<file path="src/rtl/dual_issue_pkg.sv">
// Shared definitions for the dual-issue pipeline: FSM encoding, register
// index width and default scoreboard latencies.
package dual_issue_pkg;

    localparam int REG_W            = 3;
    localparam int LOAD_ALU_LAT_DEF = 1;
    localparam int LOAD_BR_LAT_DEF  = 2;
    localparam int ALU_BR_LAT_DEF   = 1;

    typedef enum logic {
        RUN   = 1'b0,
        SPLIT = 1'b1
    } iss_state_e;

endpackage

</file>
<file path="src/rtl/reg_ready_counter.sv">
// Readiness counters for one architectural register: an ALU/mem-consumer
// counter and a branch-consumer counter, each reloaded with max(new, cur-1).
module reg_ready_counter #(
    parameter int CW           = 2,
    parameter int LOAD_ALU_LAT = 1,
    parameter int LOAD_BR_LAT  = 2,
    parameter int ALU_BR_LAT   = 1
) (
    input  logic clk,
    input  logic reset,
    input  logic load_issue,
    input  logic alu_issue,
    output logic alu_busy,
    output logic br_busy
);

    localparam logic [CW-1:0] ONE      = CW'(1);
    localparam logic [CW-1:0] LD_ALU_C = CW'(LOAD_ALU_LAT);
    localparam logic [CW-1:0] LD_BR_C  = CW'(LOAD_BR_LAT);
    localparam logic [CW-1:0] ALU_BR_C = CW'(ALU_BR_LAT);

    logic [CW-1:0] alu_cnt, br_cnt;
    logic [CW-1:0] alu_nxt, br_nxt;

    // Start from the decayed value so a longer pending latency always wins.
    always_comb begin
        alu_nxt = (alu_cnt != '0) ? alu_cnt - ONE : '0;
        br_nxt  = (br_cnt  != '0) ? br_cnt  - ONE : '0;
        if (load_issue && LD_ALU_C > alu_nxt) alu_nxt = LD_ALU_C;
        if (load_issue && LD_BR_C  > br_nxt)  br_nxt  = LD_BR_C;
        if (alu_issue  && ALU_BR_C > br_nxt)  br_nxt  = ALU_BR_C;
    end

    always_ff @(posedge clk) begin
        if (reset) begin
            alu_cnt <= '0;
            br_cnt  <= '0;
        end else begin
            alu_cnt <= alu_nxt;
            br_cnt  <= br_nxt;
        end
    end

    assign alu_busy = (alu_cnt != '0);
    assign br_busy  = (br_cnt  != '0);

endmodule

</file>
<file path="src/rtl/issue_scoreboard_ctrl.sv">
// Dual-issue controller: decides whole issue, split issue or stall for the
// IF/ID pair from a per-register readiness scoreboard.
module issue_scoreboard_ctrl
    import dual_issue_pkg::*;
#(
    parameter int NREG         = 8,
    parameter int RW           = REG_W,
    parameter int CW           = 2,
    parameter int LOAD_ALU_LAT = LOAD_ALU_LAT_DEF,
    parameter int LOAD_BR_LAT  = LOAD_BR_LAT_DEF,
    parameter int ALU_BR_LAT   = ALU_BR_LAT_DEF,
    parameter int PERF_W       = 16
) (
    input  logic              clk,
    input  logic              reset,
    input  logic              issue_valid,
    input  logic              i1_valid,
    input  logic [RW-1:0]     i1_rm,
    input  logic [RW-1:0]     i1_rn,
    input  logic [RW-1:0]     i1_rd,
    input  logic              i1_rm_used,
    input  logic              i1_rn_used,
    input  logic              i1_writes,
    input  logic              i1_is_branch,
    input  logic              i2_valid,
    input  logic [RW-1:0]     i2_rm,
    input  logic [RW-1:0]     i2_rn,
    input  logic [RW-1:0]     i2_rd,
    input  logic              i2_rm_used,
    input  logic              i2_rn_used,
    input  logic              i2_rd_is_src,
    input  logic              i2_writes,
    input  logic              i2_is_load,
    input  logic              flush,
    output logic              pc_write,
    output logic              if_id_write,
    output logic              bubble1,
    output logic              bubble2,
    output logic              split_state,
    output logic [PERF_W-1:0] stall_cycles
);

    logic [NREG-1:0] alu_busy, br_busy, src1_busy;
    logic            h1, h2, dep, i1_wr;
    logic            iss1, iss2;
    iss_state_e      state, state_nxt;

    for (genvar g = 0; g < NREG; g++) begin : g_reg
        reg_ready_counter #(
            .CW          (CW),
            .LOAD_ALU_LAT(LOAD_ALU_LAT),
            .LOAD_BR_LAT (LOAD_BR_LAT),
            .ALU_BR_LAT  (ALU_BR_LAT)
        ) u_cnt (
            .clk       (clk),
            .reset     (reset),
            .load_issue(iss2 && i2_valid && i2_is_load && (i2_rd == RW'(g))),
            .alu_issue (iss1 && i1_wr && (i1_rd == RW'(g))),
            .alu_busy  (alu_busy[g]),
            .br_busy   (br_busy[g])
        );
    end

    // Branches resolve in ID, so they wait on the longer branch latency.
    assign src1_busy = i1_is_branch ? br_busy : alu_busy;
    assign i1_wr     = i1_valid && i1_writes;

    assign h1 = i1_valid && ((i1_rm_used && src1_busy[i1_rm]) ||
                             (i1_rn_used && src1_busy[i1_rn]));
    assign h2 = i2_valid && ((i2_rm_used   && alu_busy[i2_rm]) ||
                             (i2_rn_used   && alu_busy[i2_rn]) ||
                             (i2_rd_is_src && alu_busy[i2_rd]));
    assign dep = i1_wr && i2_valid &&
                 ((i2_rm_used   && i2_rm == i1_rd) ||
                  (i2_rn_used   && i2_rn == i1_rd) ||
                  (i2_rd_is_src && i2_rd == i1_rd) ||
                  (i2_writes    && i2_rd == i1_rd));

    always_comb begin
        state_nxt   = state;
        pc_write    = 1'b0;
        if_id_write = 1'b0;
        bubble1     = 1'b1;
        bubble2     = 1'b1;
        iss1        = 1'b0;
        iss2        = 1'b0;
        if (reset) begin
            state_nxt = RUN;
        end else if (flush) begin
            pc_write    = 1'b1;
            if_id_write = 1'b1;
            state_nxt   = RUN;
        end else begin
            case (state)
                RUN: begin
                    if (!issue_valid) begin
                        pc_write    = 1'b1;
                        if_id_write = 1'b1;
                    end else if (h1) begin
                        // full stall: defaults already hold everything
                    end else if (h2 || dep) begin
                        bubble1   = 1'b0;
                        iss1      = 1'b1;
                        state_nxt = SPLIT;
                    end else begin
                        bubble1     = 1'b0;
                        bubble2     = 1'b0;
                        pc_write    = 1'b1;
                        if_id_write = 1'b1;
                        iss1        = 1'b1;
                        iss2        = 1'b1;
                    end
                end
                SPLIT: begin
                    if (!h2) begin
                        bubble2     = 1'b0;
                        pc_write    = 1'b1;
                        if_id_write = 1'b1;
                        iss2        = 1'b1;
                        state_nxt   = RUN;
                    end
                end
                default: state_nxt = RUN;
            endcase
        end
    end

    always_ff @(posedge clk) begin
        if (reset) begin
            state        <= RUN;
            stall_cycles <= '0;
        end else begin
            state <= state_nxt;
            if (!pc_write && stall_cycles != '1)
                stall_cycles <= stall_cycles + PERF_W'(1);
        end
    end

    assign split_state = (state == SPLIT);

endmodule

</file>
<file path="config.mk">
export PLATFORM = sky130hd
export DESIGN_NAME = issue_scoreboard_ctrl
export DESIGN_NICKNAME = d
export VERILOG_FILES = /design/src/rtl/dual_issue_pkg.sv /design/src/rtl/reg_ready_counter.sv /design/src/rtl/issue_scoreboard_ctrl.sv
export SDC_FILE = /design/constraint.sdc
export NUM_CORES = 1
export LEC_CHECK = 0
export CORE_MARGIN = 2
export CORE_UTILIZATION = 57
export CTS_CLUSTER_SIZE = 24
export DETAILED_ROUTE_END_ITERATION = 8
export HOLD_SLACK_MARGIN = 0.1
export PLACE_DENSITY = 0.86
export RECOVER_POWER = 50
export SETUP_SLACK_MARGIN = 0.1
export SYNTH_ARGS = -nofsm -noshare
export SYNTH_HDL_FRONTEND = slang
export SYNTH_SLANG_ARGS = --single-unit
</file>
<file path="constraint.sdc">
create_clock -name clk -period 6.4 [get_ports clk]
set_input_delay 0.96 -clock clk [delete_from_list [all_inputs] [get_ports clk]]
set_output_delay 0.96 -clock clk [all_outputs]
set_load 0.02 [all_outputs]
</file>
* Word-level counts from Yosys, hierarchy flattened *
Cells that the tools add are included.

operators by class
  bitwise gates (word level) = 1
  equality and inequality tests = 18
  reductions and logical operators = 101
  add/sub/neg operators = 17
  $lt $le $gt $ge = 29
  multiplexer cells = 82

operators with widths
  cell                                                                            number
  1-bit logical AND                                                               58
  1-bit 2-to-1 mux                                                                48
  2-bit 2-to-1 mux                                                                24
  2-bit OR reduction                                                              17
  1-bit by 2-bit greater-than comparator with 1-bit output, first input constant  16
  2-bit nonzero test                                                              16
  2-bit by 1-bit subtractor with 2-bit output, second input constant              16
  3-bit == test, second input constant                                            8
  3-bit by 4-bit < comparator with 1-bit output, second input constant            5
  16-bit by 1-bit adder with 16-bit output, second input constant                 1
  2-bit greater-than comparator, first input constant                             8
  16-bit inequality test, second input constant                                   1
  1-bit binary-select mux with 3-bit select                                       5
  3-bit by 2-bit == test with 1-bit output, second input constant                 4
  3-bit == test                                                                   3
  8-bit 2-to-1 mux                                                                1
  1-bit case mux with 2 select lines                                              4
  1-bit logical OR                                                                7
  3-bit by 1-bit == test with 1-bit output, second input constant                 2
  3-bit logical NOT                                                               2
  1-bit logical NOT                                                               1
  1-bit inverter                                                                  1

word-level totals
  flip-flop bits (word level) = 49
  logic and storage cells = 282

* Depth between registers and ports, before layout *
Gate-level depths: netlist of run 1.

  depth in word-level cells = 22
  gate-level depth with buffers = 10
  mapped depth without buffers = 8

* Cells and area by module *
From an unflattened synthesis of run 1, not the netlist that was laid out.

second synthesis, totals
  cell total of the unflattened synthesis = 347
  area, all modules = 3,111.7 µm²

modules (own cells, without submodules)
  module                 area an instance (µm²)  sequential area each (µm²)  cells each  times used
  issue_scoreboard_ctrl  1,840.5                 340.3                       219         1
  reg_ready_counter      158.9                   80.1                        16          8

* Worst setup path before layout of run 1 *
OpenSTA, ideal clock, no wires.

  kind = input port to output port
  from = in i2_rd[0]
  to = out pc_write
  stages on the path = 9
  arrival = 2.996 ns
  path slack = 2.444 ns
  path through = buf_2 > mux4_2 > or3b_1 > o21ai_2 > a211o_1 > nor4_2 > buf_2 > or2_2 > buf_4

on the way
  word-level cells in the longest chain between the ends = 12
  elaborated cells on any way between the ends = 19
  classes of those cells = eq/ne: 1; mux: 9; reduce/logical: 9

ends and longest elaborated chain
  item                                                                         line                                                                                   text
  from (decl)                                                                  issue_scoreboard_ctrl.sv:28                                                            input logic [RW-1:0] i2_rd,
  1-bit binary-select mux with 3-bit select or 3-bit == test (tied branches)   issue_scoreboard_ctrl.sv:72, issue_scoreboard_ctrl.sv:76, issue_scoreboard_ctrl.sv:77
  1-bit 2-to-1 mux (not written as such) or 1-bit logical AND (tied branches)  issue_scoreboard_ctrl.sv:72, issue_scoreboard_ctrl.sv:76
  1-bit logical AND or 1-bit logical OR (tied branches)                        issue_scoreboard_ctrl.sv:72, issue_scoreboard_ctrl.sv:75
  1-bit logical OR, on equally long branches                                   issue_scoreboard_ctrl.sv:71, issue_scoreboard_ctrl.sv:76
  1-bit logical AND, on equally long branches                                  issue_scoreboard_ctrl.sv:70, issue_scoreboard_ctrl.sv:73
  1-bit logical OR                                                             issue_scoreboard_ctrl.sv:101                                                           end else if (h2 || dep) begin
  1-bit 2-to-1 mux (3 in series)                                               -
  1-bit case mux with 2 select lines *                                         -
  1-bit 2-to-1 mux * (2 in series)                                             -
  to (decl)                                                                    issue_scoreboard_ctrl.sv:35                                                            output logic pc_write,

Mark *: on every way between the ends. The rest lies on a longest branch, timed or not. The select of a mux whose other input is x is not followed.

* Worst setup path in the final report of run 1 *
  from = in i1_rn[0]
  to = out if_id_write

on the way
  word-level cells in the longest chain between the ends = 10

ends and longest elaborated chain
  item                                       line                         text
  from (decl)                                issue_scoreboard_ctrl.sv:19  input logic [RW-1:0] i1_rn,
  1-bit binary-select mux with 3-bit select  issue_scoreboard_ctrl.sv:69  (i1_rn_used && src1_busy[i1_rn]));
  1-bit 2-to-1 mux (not written as such)     issue_scoreboard_ctrl.sv:69
  1-bit logical AND                          issue_scoreboard_ctrl.sv:69
  1-bit logical OR                           issue_scoreboard_ctrl.sv:68  assign h1 = i1_valid && ((i1_rm_used && src1_busy[i1_rm]) ||
  1-bit logical AND                          issue_scoreboard_ctrl.sv:68
  1-bit 2-to-1 mux                           issue_scoreboard_ctrl.sv:99  end else if (h1) begin
  1-bit 2-to-1 mux                           issue_scoreboard_ctrl.sv:96  if (!issue_valid) begin
  1-bit case mux with 2 select lines         issue_scoreboard_ctrl.sv:94  case (state)
  1-bit 2-to-1 mux                           issue_scoreboard_ctrl.sv:89  end else if (flush) begin
  1-bit 2-to-1 mux                           issue_scoreboard_ctrl.sv:87  if (reset) begin
  to (decl)                                  issue_scoreboard_ctrl.sv:36  output logic if_id_write,

No other way between the ends. The select of a mux whose other input is x is not followed.

==> results of run 1 <==
==> power by group through the flow <==
stage	sequential (mW)	clock (mW)	combinational, mW
2_1_floorplan	0.313	0	0.0501
3_3_place_gp	0.313	0	0.0849
3_5_place_dp	0.313	0	0.0863
4_1_cts	0.306	0.193	0.0868
5_1_grt	0.306	0.204	0.0939
6_report	0.306	0.191	0.0879
==> Yosys cell counts (2+ instances only) <==
| master | count | area, sq um |
|---|---|---|
| a31oi_1 | 5 | 31.3 |
| or3_1 | 5 | 31.3 |
| a21oi_1 | 15 | 75.1 |
| o2111ai_1 | 2 | 17.5 |
| o21ai_0 | 6 | 30.0 |
| inv_1 | 7 | 26.3 |
| mux2i_1 | 2 | 20.0 |
| nand2b_1 | 2 | 12.5 |
| a211o_1 | 3 | 26.3 |
| o21a_1 | 6 | 45.0 |
| nand3_1 | 7 | 35.0 |
| o21ai_1 | 7 | 35.0 |
| clkbuf_1 | 12 | 45.0 |
| nor2_1 | 32 | 120 |
| nand3b_1 | 8 | 60.1 |
| o41ai_1 | 8 | 70.1 |
| mux4_2 | 10 | 225 |
| nor3b_1 | 6 | 45.0 |
| xnor2_1 | 9 | 78.8 |
| nand4_1 | 8 | 50.1 |
| dfxtp_1 | 49 | 981 |
| nor3_1 | 19 | 95.1 |
| or4b_1 | 2 | 20.0 |
| o211a_1 | 2 | 20.0 |
| nor3_2 | 2 | 20.0 |
| and3_1 | 12 | 75.1 |
| or4_1 | 11 | 82.6 |
| buf_2 | 6 | 30.0 |
| and2_1 | 10 | 62.6 |
| nand4b_1 | 4 | 35.0 |
| o31ai_1 | 7 | 52.6 |
| nor2b_1 | 6 | 37.5 |
| nand2_1 | 24 | 90.1 |
| and4_1 | 2 | 17.5 |
==> area by class of cell <==
| class | instances | area [sq um] |
|---|---|---|
| clock buffer | 5 | 68.8 |
| multi-input combinational | 264 | 1860 |
| clock inverter | 3 | 21.3 |
| tap | 70 | 87.6 |
| timing repair buffer | 54 | 534 |
| fill | 416 | 1500 |
| sequential | 49 | 981 |
| inverter | 8 | 30.0 |
==> cell families after synthesis <==
kind of cell    after synthesis  share of synthesized area (%)
simple gates                166                           31.9
compound gates               75                           19.0
flops                        49                           33.1
buf+inv                      29                           4.31
mux                          13                           8.65
xor+xnor                      9                           2.66
fa+ha+maj                     1                          0.422
==> routing by layer <==
metal  wire length, microns  share of wire (%)  track usage [%]
met5                      0                  0                0
met4                    151                1.9             8.36
met3                    614                7.7             6.64
met2                   3600                 45             44.3
met1                   3600                 45             39.4
==> flip-flops by register name, summed over array words and instances, names as in the netlist <==
name	flops
g.u_cnt.br_cnt	16
stall_cycles	16
g.u_cnt.alu_cnt	16
split_state	1
==> cells in the final DEF, fill, tap and decap left out, types with 5 or more instances in the layout <==
cell type and n:
dfxtp_1 49, clkdlybuf4s50_1 35, nor2_1 32, nand2_1 24, nor3_1 19, dlygate4sd3_1 18, a21oi_1 15, and3_1 12
or4_1 11, mux4_2 10, xnor2_1 9, and2_1 9, nand3b_1 8, nand4_1 8, o41ai_1 8, inv_1 7
o21ai_1 7, nand3_1 7, o31ai_1 7, nor3b_1 6, nor2b_1 6, o21ai_0 6, o21a_1 6, a31oi_1 5
or3_1 5, clkbuf_8 5
==> worst paths after layout <==
kind | startpoint | end | slack, ns | cells past startpoint
max | i1_rn[0] | if_id_write | 1.09 | 9
min | stall_cycles[14]$_SDFFE_PP0P_ | stall_cycles[14]$_SDFFE_PP0P_ | 0.50 | 2
max reg2reg | g_reg[4].u_cnt.alu_cnt[1]$_SDFF_PP0_ | stall_cycles[3]$_SDFFE_PP0P_ | 3.25 | 8
min reg2reg | stall_cycles[14]$_SDFFE_PP0P_ | stall_cycles[14]$_SDFFE_PP0P_ | 0.50 | 2
==> metrics by stage <==
stage	power (mW)	util [%]
2_1_floorplan	0.364	-
3_3_place_gp	0.398	68.8
3_5_place_dp	0.400	68.8
4_1_cts	0.586	70.6
5_1_grt	0.604	70.5
6_report	0.585	70.5
==> worst max-delay path: stages <==
cell and delay, ns:
clkdlybuf4s50_1 0.62, nor3b_1 0.27, o211a_1 0.21, a211o_1 0.15
a2bb2oi_2 0.27, a21oi_4 0.10, nor4_2 0.90, or2_2 0.26
clkdlybuf4s50_1 0.60
==> flow_summary.yaml, run 1 <==
drt:
  ant_nets: 0
  dr_total_vias: 2930
  wl_per_cell_microns: 17.6
  vias_per_cell: 6.47
  drcViolationCount: 0
  routed_wl_microns: 7960
  drt-initial-drc-count: 265
  first_pass_iters: 5
layout:
  syn_to_final_growth_pct: 20.7
  drive_gt1_share_pct: 8.09
  antenna_cells: 0
  stdcell_area_sq_um: 3580
  final_nets: 416
  instances_no_fill: 453
sta:
  post-route-min-period_ns: 5.31
  slew_viol_final: 37
  slew_headroom_pct: -19.6
  fin_setup_tns_ns: 0
  finalCritPeriodShare_pct: 82.9
  rsz0062_at_grt: "false"
  fin_skew_ns: 0.0112
  fmax_mhz: 188
  worst_slew_pin_slew_ns: 1.79
  hold_viol: 0
  hold_slack_ns: 0.495
  setup-violations-final: 0
  setup_slack_ns: 1.09
worst_setup_path:
  critical_path_arrival_ns: 4.35
  worstPathRequired_ns: 5.44
  start_kind: "input pin"
  endpoint_kind: "primary output"
  critPathKind: "in2out"
  cp_max_fo: 14
pwr:
  seq_power_share_pct: 52.3
  swShare_pct: 27.7
  combinationalPowerShare_pct: 15.0
  power.leakage_nw: 1.24
  p_int_mw: 0.423
  pwr-share-clk_pct: 32.6
  powerDensity_nw_per_um2: 163
  irDropWorstVdd_mv: 0.123
  p_sw_mw: 0.162
clocking:
  cts_tree: "done"
  cts_hold_buf: 0
  cts_sinks: 49
  cts_buffer_depth: 2
  cts.htree.levels: 2
  root_buffer: "clkbuf_8"
  post_cts.repair.setup_buffers: 0
  cts_made_buffers: 5
  clk_pin_slew_ns: 0.09
  ctsResizeCount: 0
  clock_latency_ns: 0.31
global_routing:
  overflow: 0
  antenna_found_initial: 0
  grt_usage_pct: 28.3
  grt_pass1_vias: 2775
  grt_max_degree: 37
  grt_pass1_wl_microns: 13500
floorplan:
  die_w_microns: 76.1
  core_sq_um: 5070
  start_util_pct: 58.4
  die_y_microns: 76.1
  dieArea_sq_um: 5790
  fp-row-count: 26
  io_pins: 54
place:
  gp_congestion: 0.936
  dpl.cell_count: 445
  pre_cts_slack_ns: 1.18
  io_buffers: 53
  place_area_sq_um: 3490
  dp_hpwl_microns: 5900
synthesis:
  synth_ff_type: "dfxtp_1"
  syn_avg_cell_area_sq_um: 8.67
  ys_warn_count: 0
  ys_seq_elements: 49
  synth_edf_count: 0
  syn_inst: 342
  synth_fp_nets: 376
  synthArstFlopShare_pct: 0
  seq_area_frac_synth_pct: 33.1
  synth_cell_types: 60
  netlist_area_sq_um: 2960
run_status:
  outcome: "finished, violations left"
  violations: "max-capacitance violations, max-slew violations"
run:
  cap_viol_max_count: 1
hold_path:
  hold_path.class: "reg2reg"
Power figures use the tool's default switching activity.
==> run 2: changes to the inputs <==
--- a/config.mk
+++ b/config.mk
@@ -6,11 +6,11 @@
 export NUM_CORES = 1
 export LEC_CHECK = 0
 export CORE_MARGIN = 2
-export CORE_UTILIZATION = 57
+export CORE_UTILIZATION = 48
 export CTS_CLUSTER_SIZE = 24
 export DETAILED_ROUTE_END_ITERATION = 8
 export HOLD_SLACK_MARGIN = 0.1
-export PLACE_DENSITY = 0.86
+export PLACE_DENSITY = 0.77
 export RECOVER_POWER = 50
 export SETUP_SLACK_MARGIN = 0.1
 export SYNTH_ARGS = -nofsm -noshare
==> constraint.sdc (replaced) <==
create_clock -name clk -period 4.5 [get_ports clk]
set_input_delay 0.675 -clock clk [delete_from_list [all_inputs] [get_ports clk]]
set_output_delay 0.675 -clock clk [all_outputs]
set_load 0.02 [all_outputs]
==> flow_summary.yaml, run 2 (same netlist as run 1, synthesis figures left out) <==
run:
  cap_viol_max_count: 0
global_routing:
  grt_usage_pct: 23.7
  grt_max_degree: 27
  grt_pass1_wl_microns: 12300
  overflow: 0
  antenna_found_initial: 0
  grt_pass1_vias: 2660
floorplan:
  die_y_microns: 82.6
  dieArea_sq_um: 6820
  io_pins: 54
  die_w_microns: 82.6
  start_util_pct: 49.8
  core_sq_um: 5960
  fp-row-count: 28
worst_setup_path:
  endpoint_kind: "primary output"
  critPathKind: "in2out"
  cp_max_fo: 6
  worstPathRequired_ns: 3.83
  start_kind: "input pin"
  critical_path_arrival_ns: 3.64
sta:
  slew_viol_final: 0
  hold_slack_ns: 0.501
  fmax_mhz: 232
  setup-violations-final: 0
  hold_viol: 0
  slew_headroom_pct: 23.0
  finalCritPeriodShare_pct: 96.0
  fin_skew_ns: 0.00819
  post-route-min-period_ns: 4.32
  worst_slew_pin_slew_ns: 1.15
  fin_setup_tns_ns: 0
  rsz0062_at_grt: "false"
clocking:
  clock_latency_ns: 0.32
  cts.htree.levels: 2
  ctsResizeCount: 0
  clk_pin_slew_ns: 0.10
  cts_buffer_depth: 2
  post_cts.repair.setup_buffers: 0
  root_buffer: "clkbuf_8"
  cts_made_buffers: 5
  cts_hold_buf: 0
  cts_sinks: 49
  cts_tree: "done"
place:
  gp_congestion: 0.875
  dp_hpwl_microns: 5870
  place_area_sq_um: 3530
  io_buffers: 53
  dpl.cell_count: 454
layout:
  final_nets: 420
  reg.largest.list: "g.u_cnt.alu_cnt (16), g.u_cnt.br_cnt (16), stall_cycles (16)"
  instances_no_fill: 462
  antenna_cells: 0
  final_common_cell: "dfxtp_1"
  final_cell_mix: "dfxtp_1 (49), clkdlybuf4s50_1 (34), nor2_1 (32)"
  stdcell_area_sq_um: 3650
  drive_gt1_share_pct: 9.04
  syn_to_final_growth_pct: 23.1
drt:
  wl_per_cell_microns: 16.7
  drcViolationCount: 0
  ant_nets: 0
  vias_per_cell: 6.19
  first_pass_iters: 5
  dr_total_vias: 2861
  drt-initial-drc-count: 163
  routed_wl_microns: 7700
pwr:
  powerDensity_nw_per_um2: 249
  irDropWorstVdd_mv: 0.186
  power.leakage_nw: 1.28
run_status:
  outcome: "complete, no violations"
hold_path:
  hold_path.class: "reg2reg"
run 2: critical path, stage by stage:
cell             delay, ns
dlygate4sd3_1         0.70
mux4_2                0.55
a211o_1               0.33
a2bb2oi_2             0.20
a21bo_2               0.27
a31oi_4               0.18
or4_1                 0.15
clkdlybuf4s50_1       0.61
run 2: worst paths after layout:
path,from,end,slack (ns),cells after the start
worst min-delay path,stall_cycles[8]$_SDFFE_PP0P_,stall_cycles[8]$_SDFFE_PP0P_,0.50,2
worst max register to register,g_reg[3].u_cnt.alu_cnt[1]$_SDFF_PP0_,stall_cycles[6]$_SDFFE_PP0P_,1.74,9
worst min register to register,stall_cycles[8]$_SDFFE_PP0P_,stall_cycles[8]$_SDFFE_PP0P_,0.50,2
worst max-delay path,i1_is_branch,bubble2,0.18,8
run 2: final cells by class:
type	instances	area (sq um)
clock buffer	6	82.6
clock inverter	2	41.3
fill	543	2310
inverter	8	30.0
multi-input combinational	264	1860
sequential	49	981
tap	75	93.8
timing repair buffer	58	564
run 2: layer usage:
layer / vias to the layer above / wire, microns / track usage [%] / share of wire (%)
li1: 1383 / - / - / -
met5: - / 0 / 0 / 0
met3: 17 / 516 / 4.46 / 6.7
met2: 106 / 3830 / 40.3 / 50
met4: 0 / 161 / 11.0 / 2.1
met1: 1355 / 3200 / 28.9 / 41
run 2: where the power goes:
group	switching [mW]	total (mW)	internal, mW
Clock	0.160	0.345	0.185
Sequential	0.00107	0.435	0.434
Combinational	0.0683	0.128	0.0595
Total	0.230	0.908	0.679
run 2: stage by stage:
| stage | total power, mW | worst slack (ns) | utilization, % |
|---|---|---|---|
| final | 0.908 | 0.182 | 61.3 |
| after global routing | 0.937 | 0.0806 | 61.3 |
| after CTS | 0.912 | 0.253 | 61.3 |
| after detailed placement | 0.572 | 0.267 | 59.2 |
| after global placement | 0.570 | 0.347 | 59.2 |
| after floorplan | 0.517 | 1.11 | - |
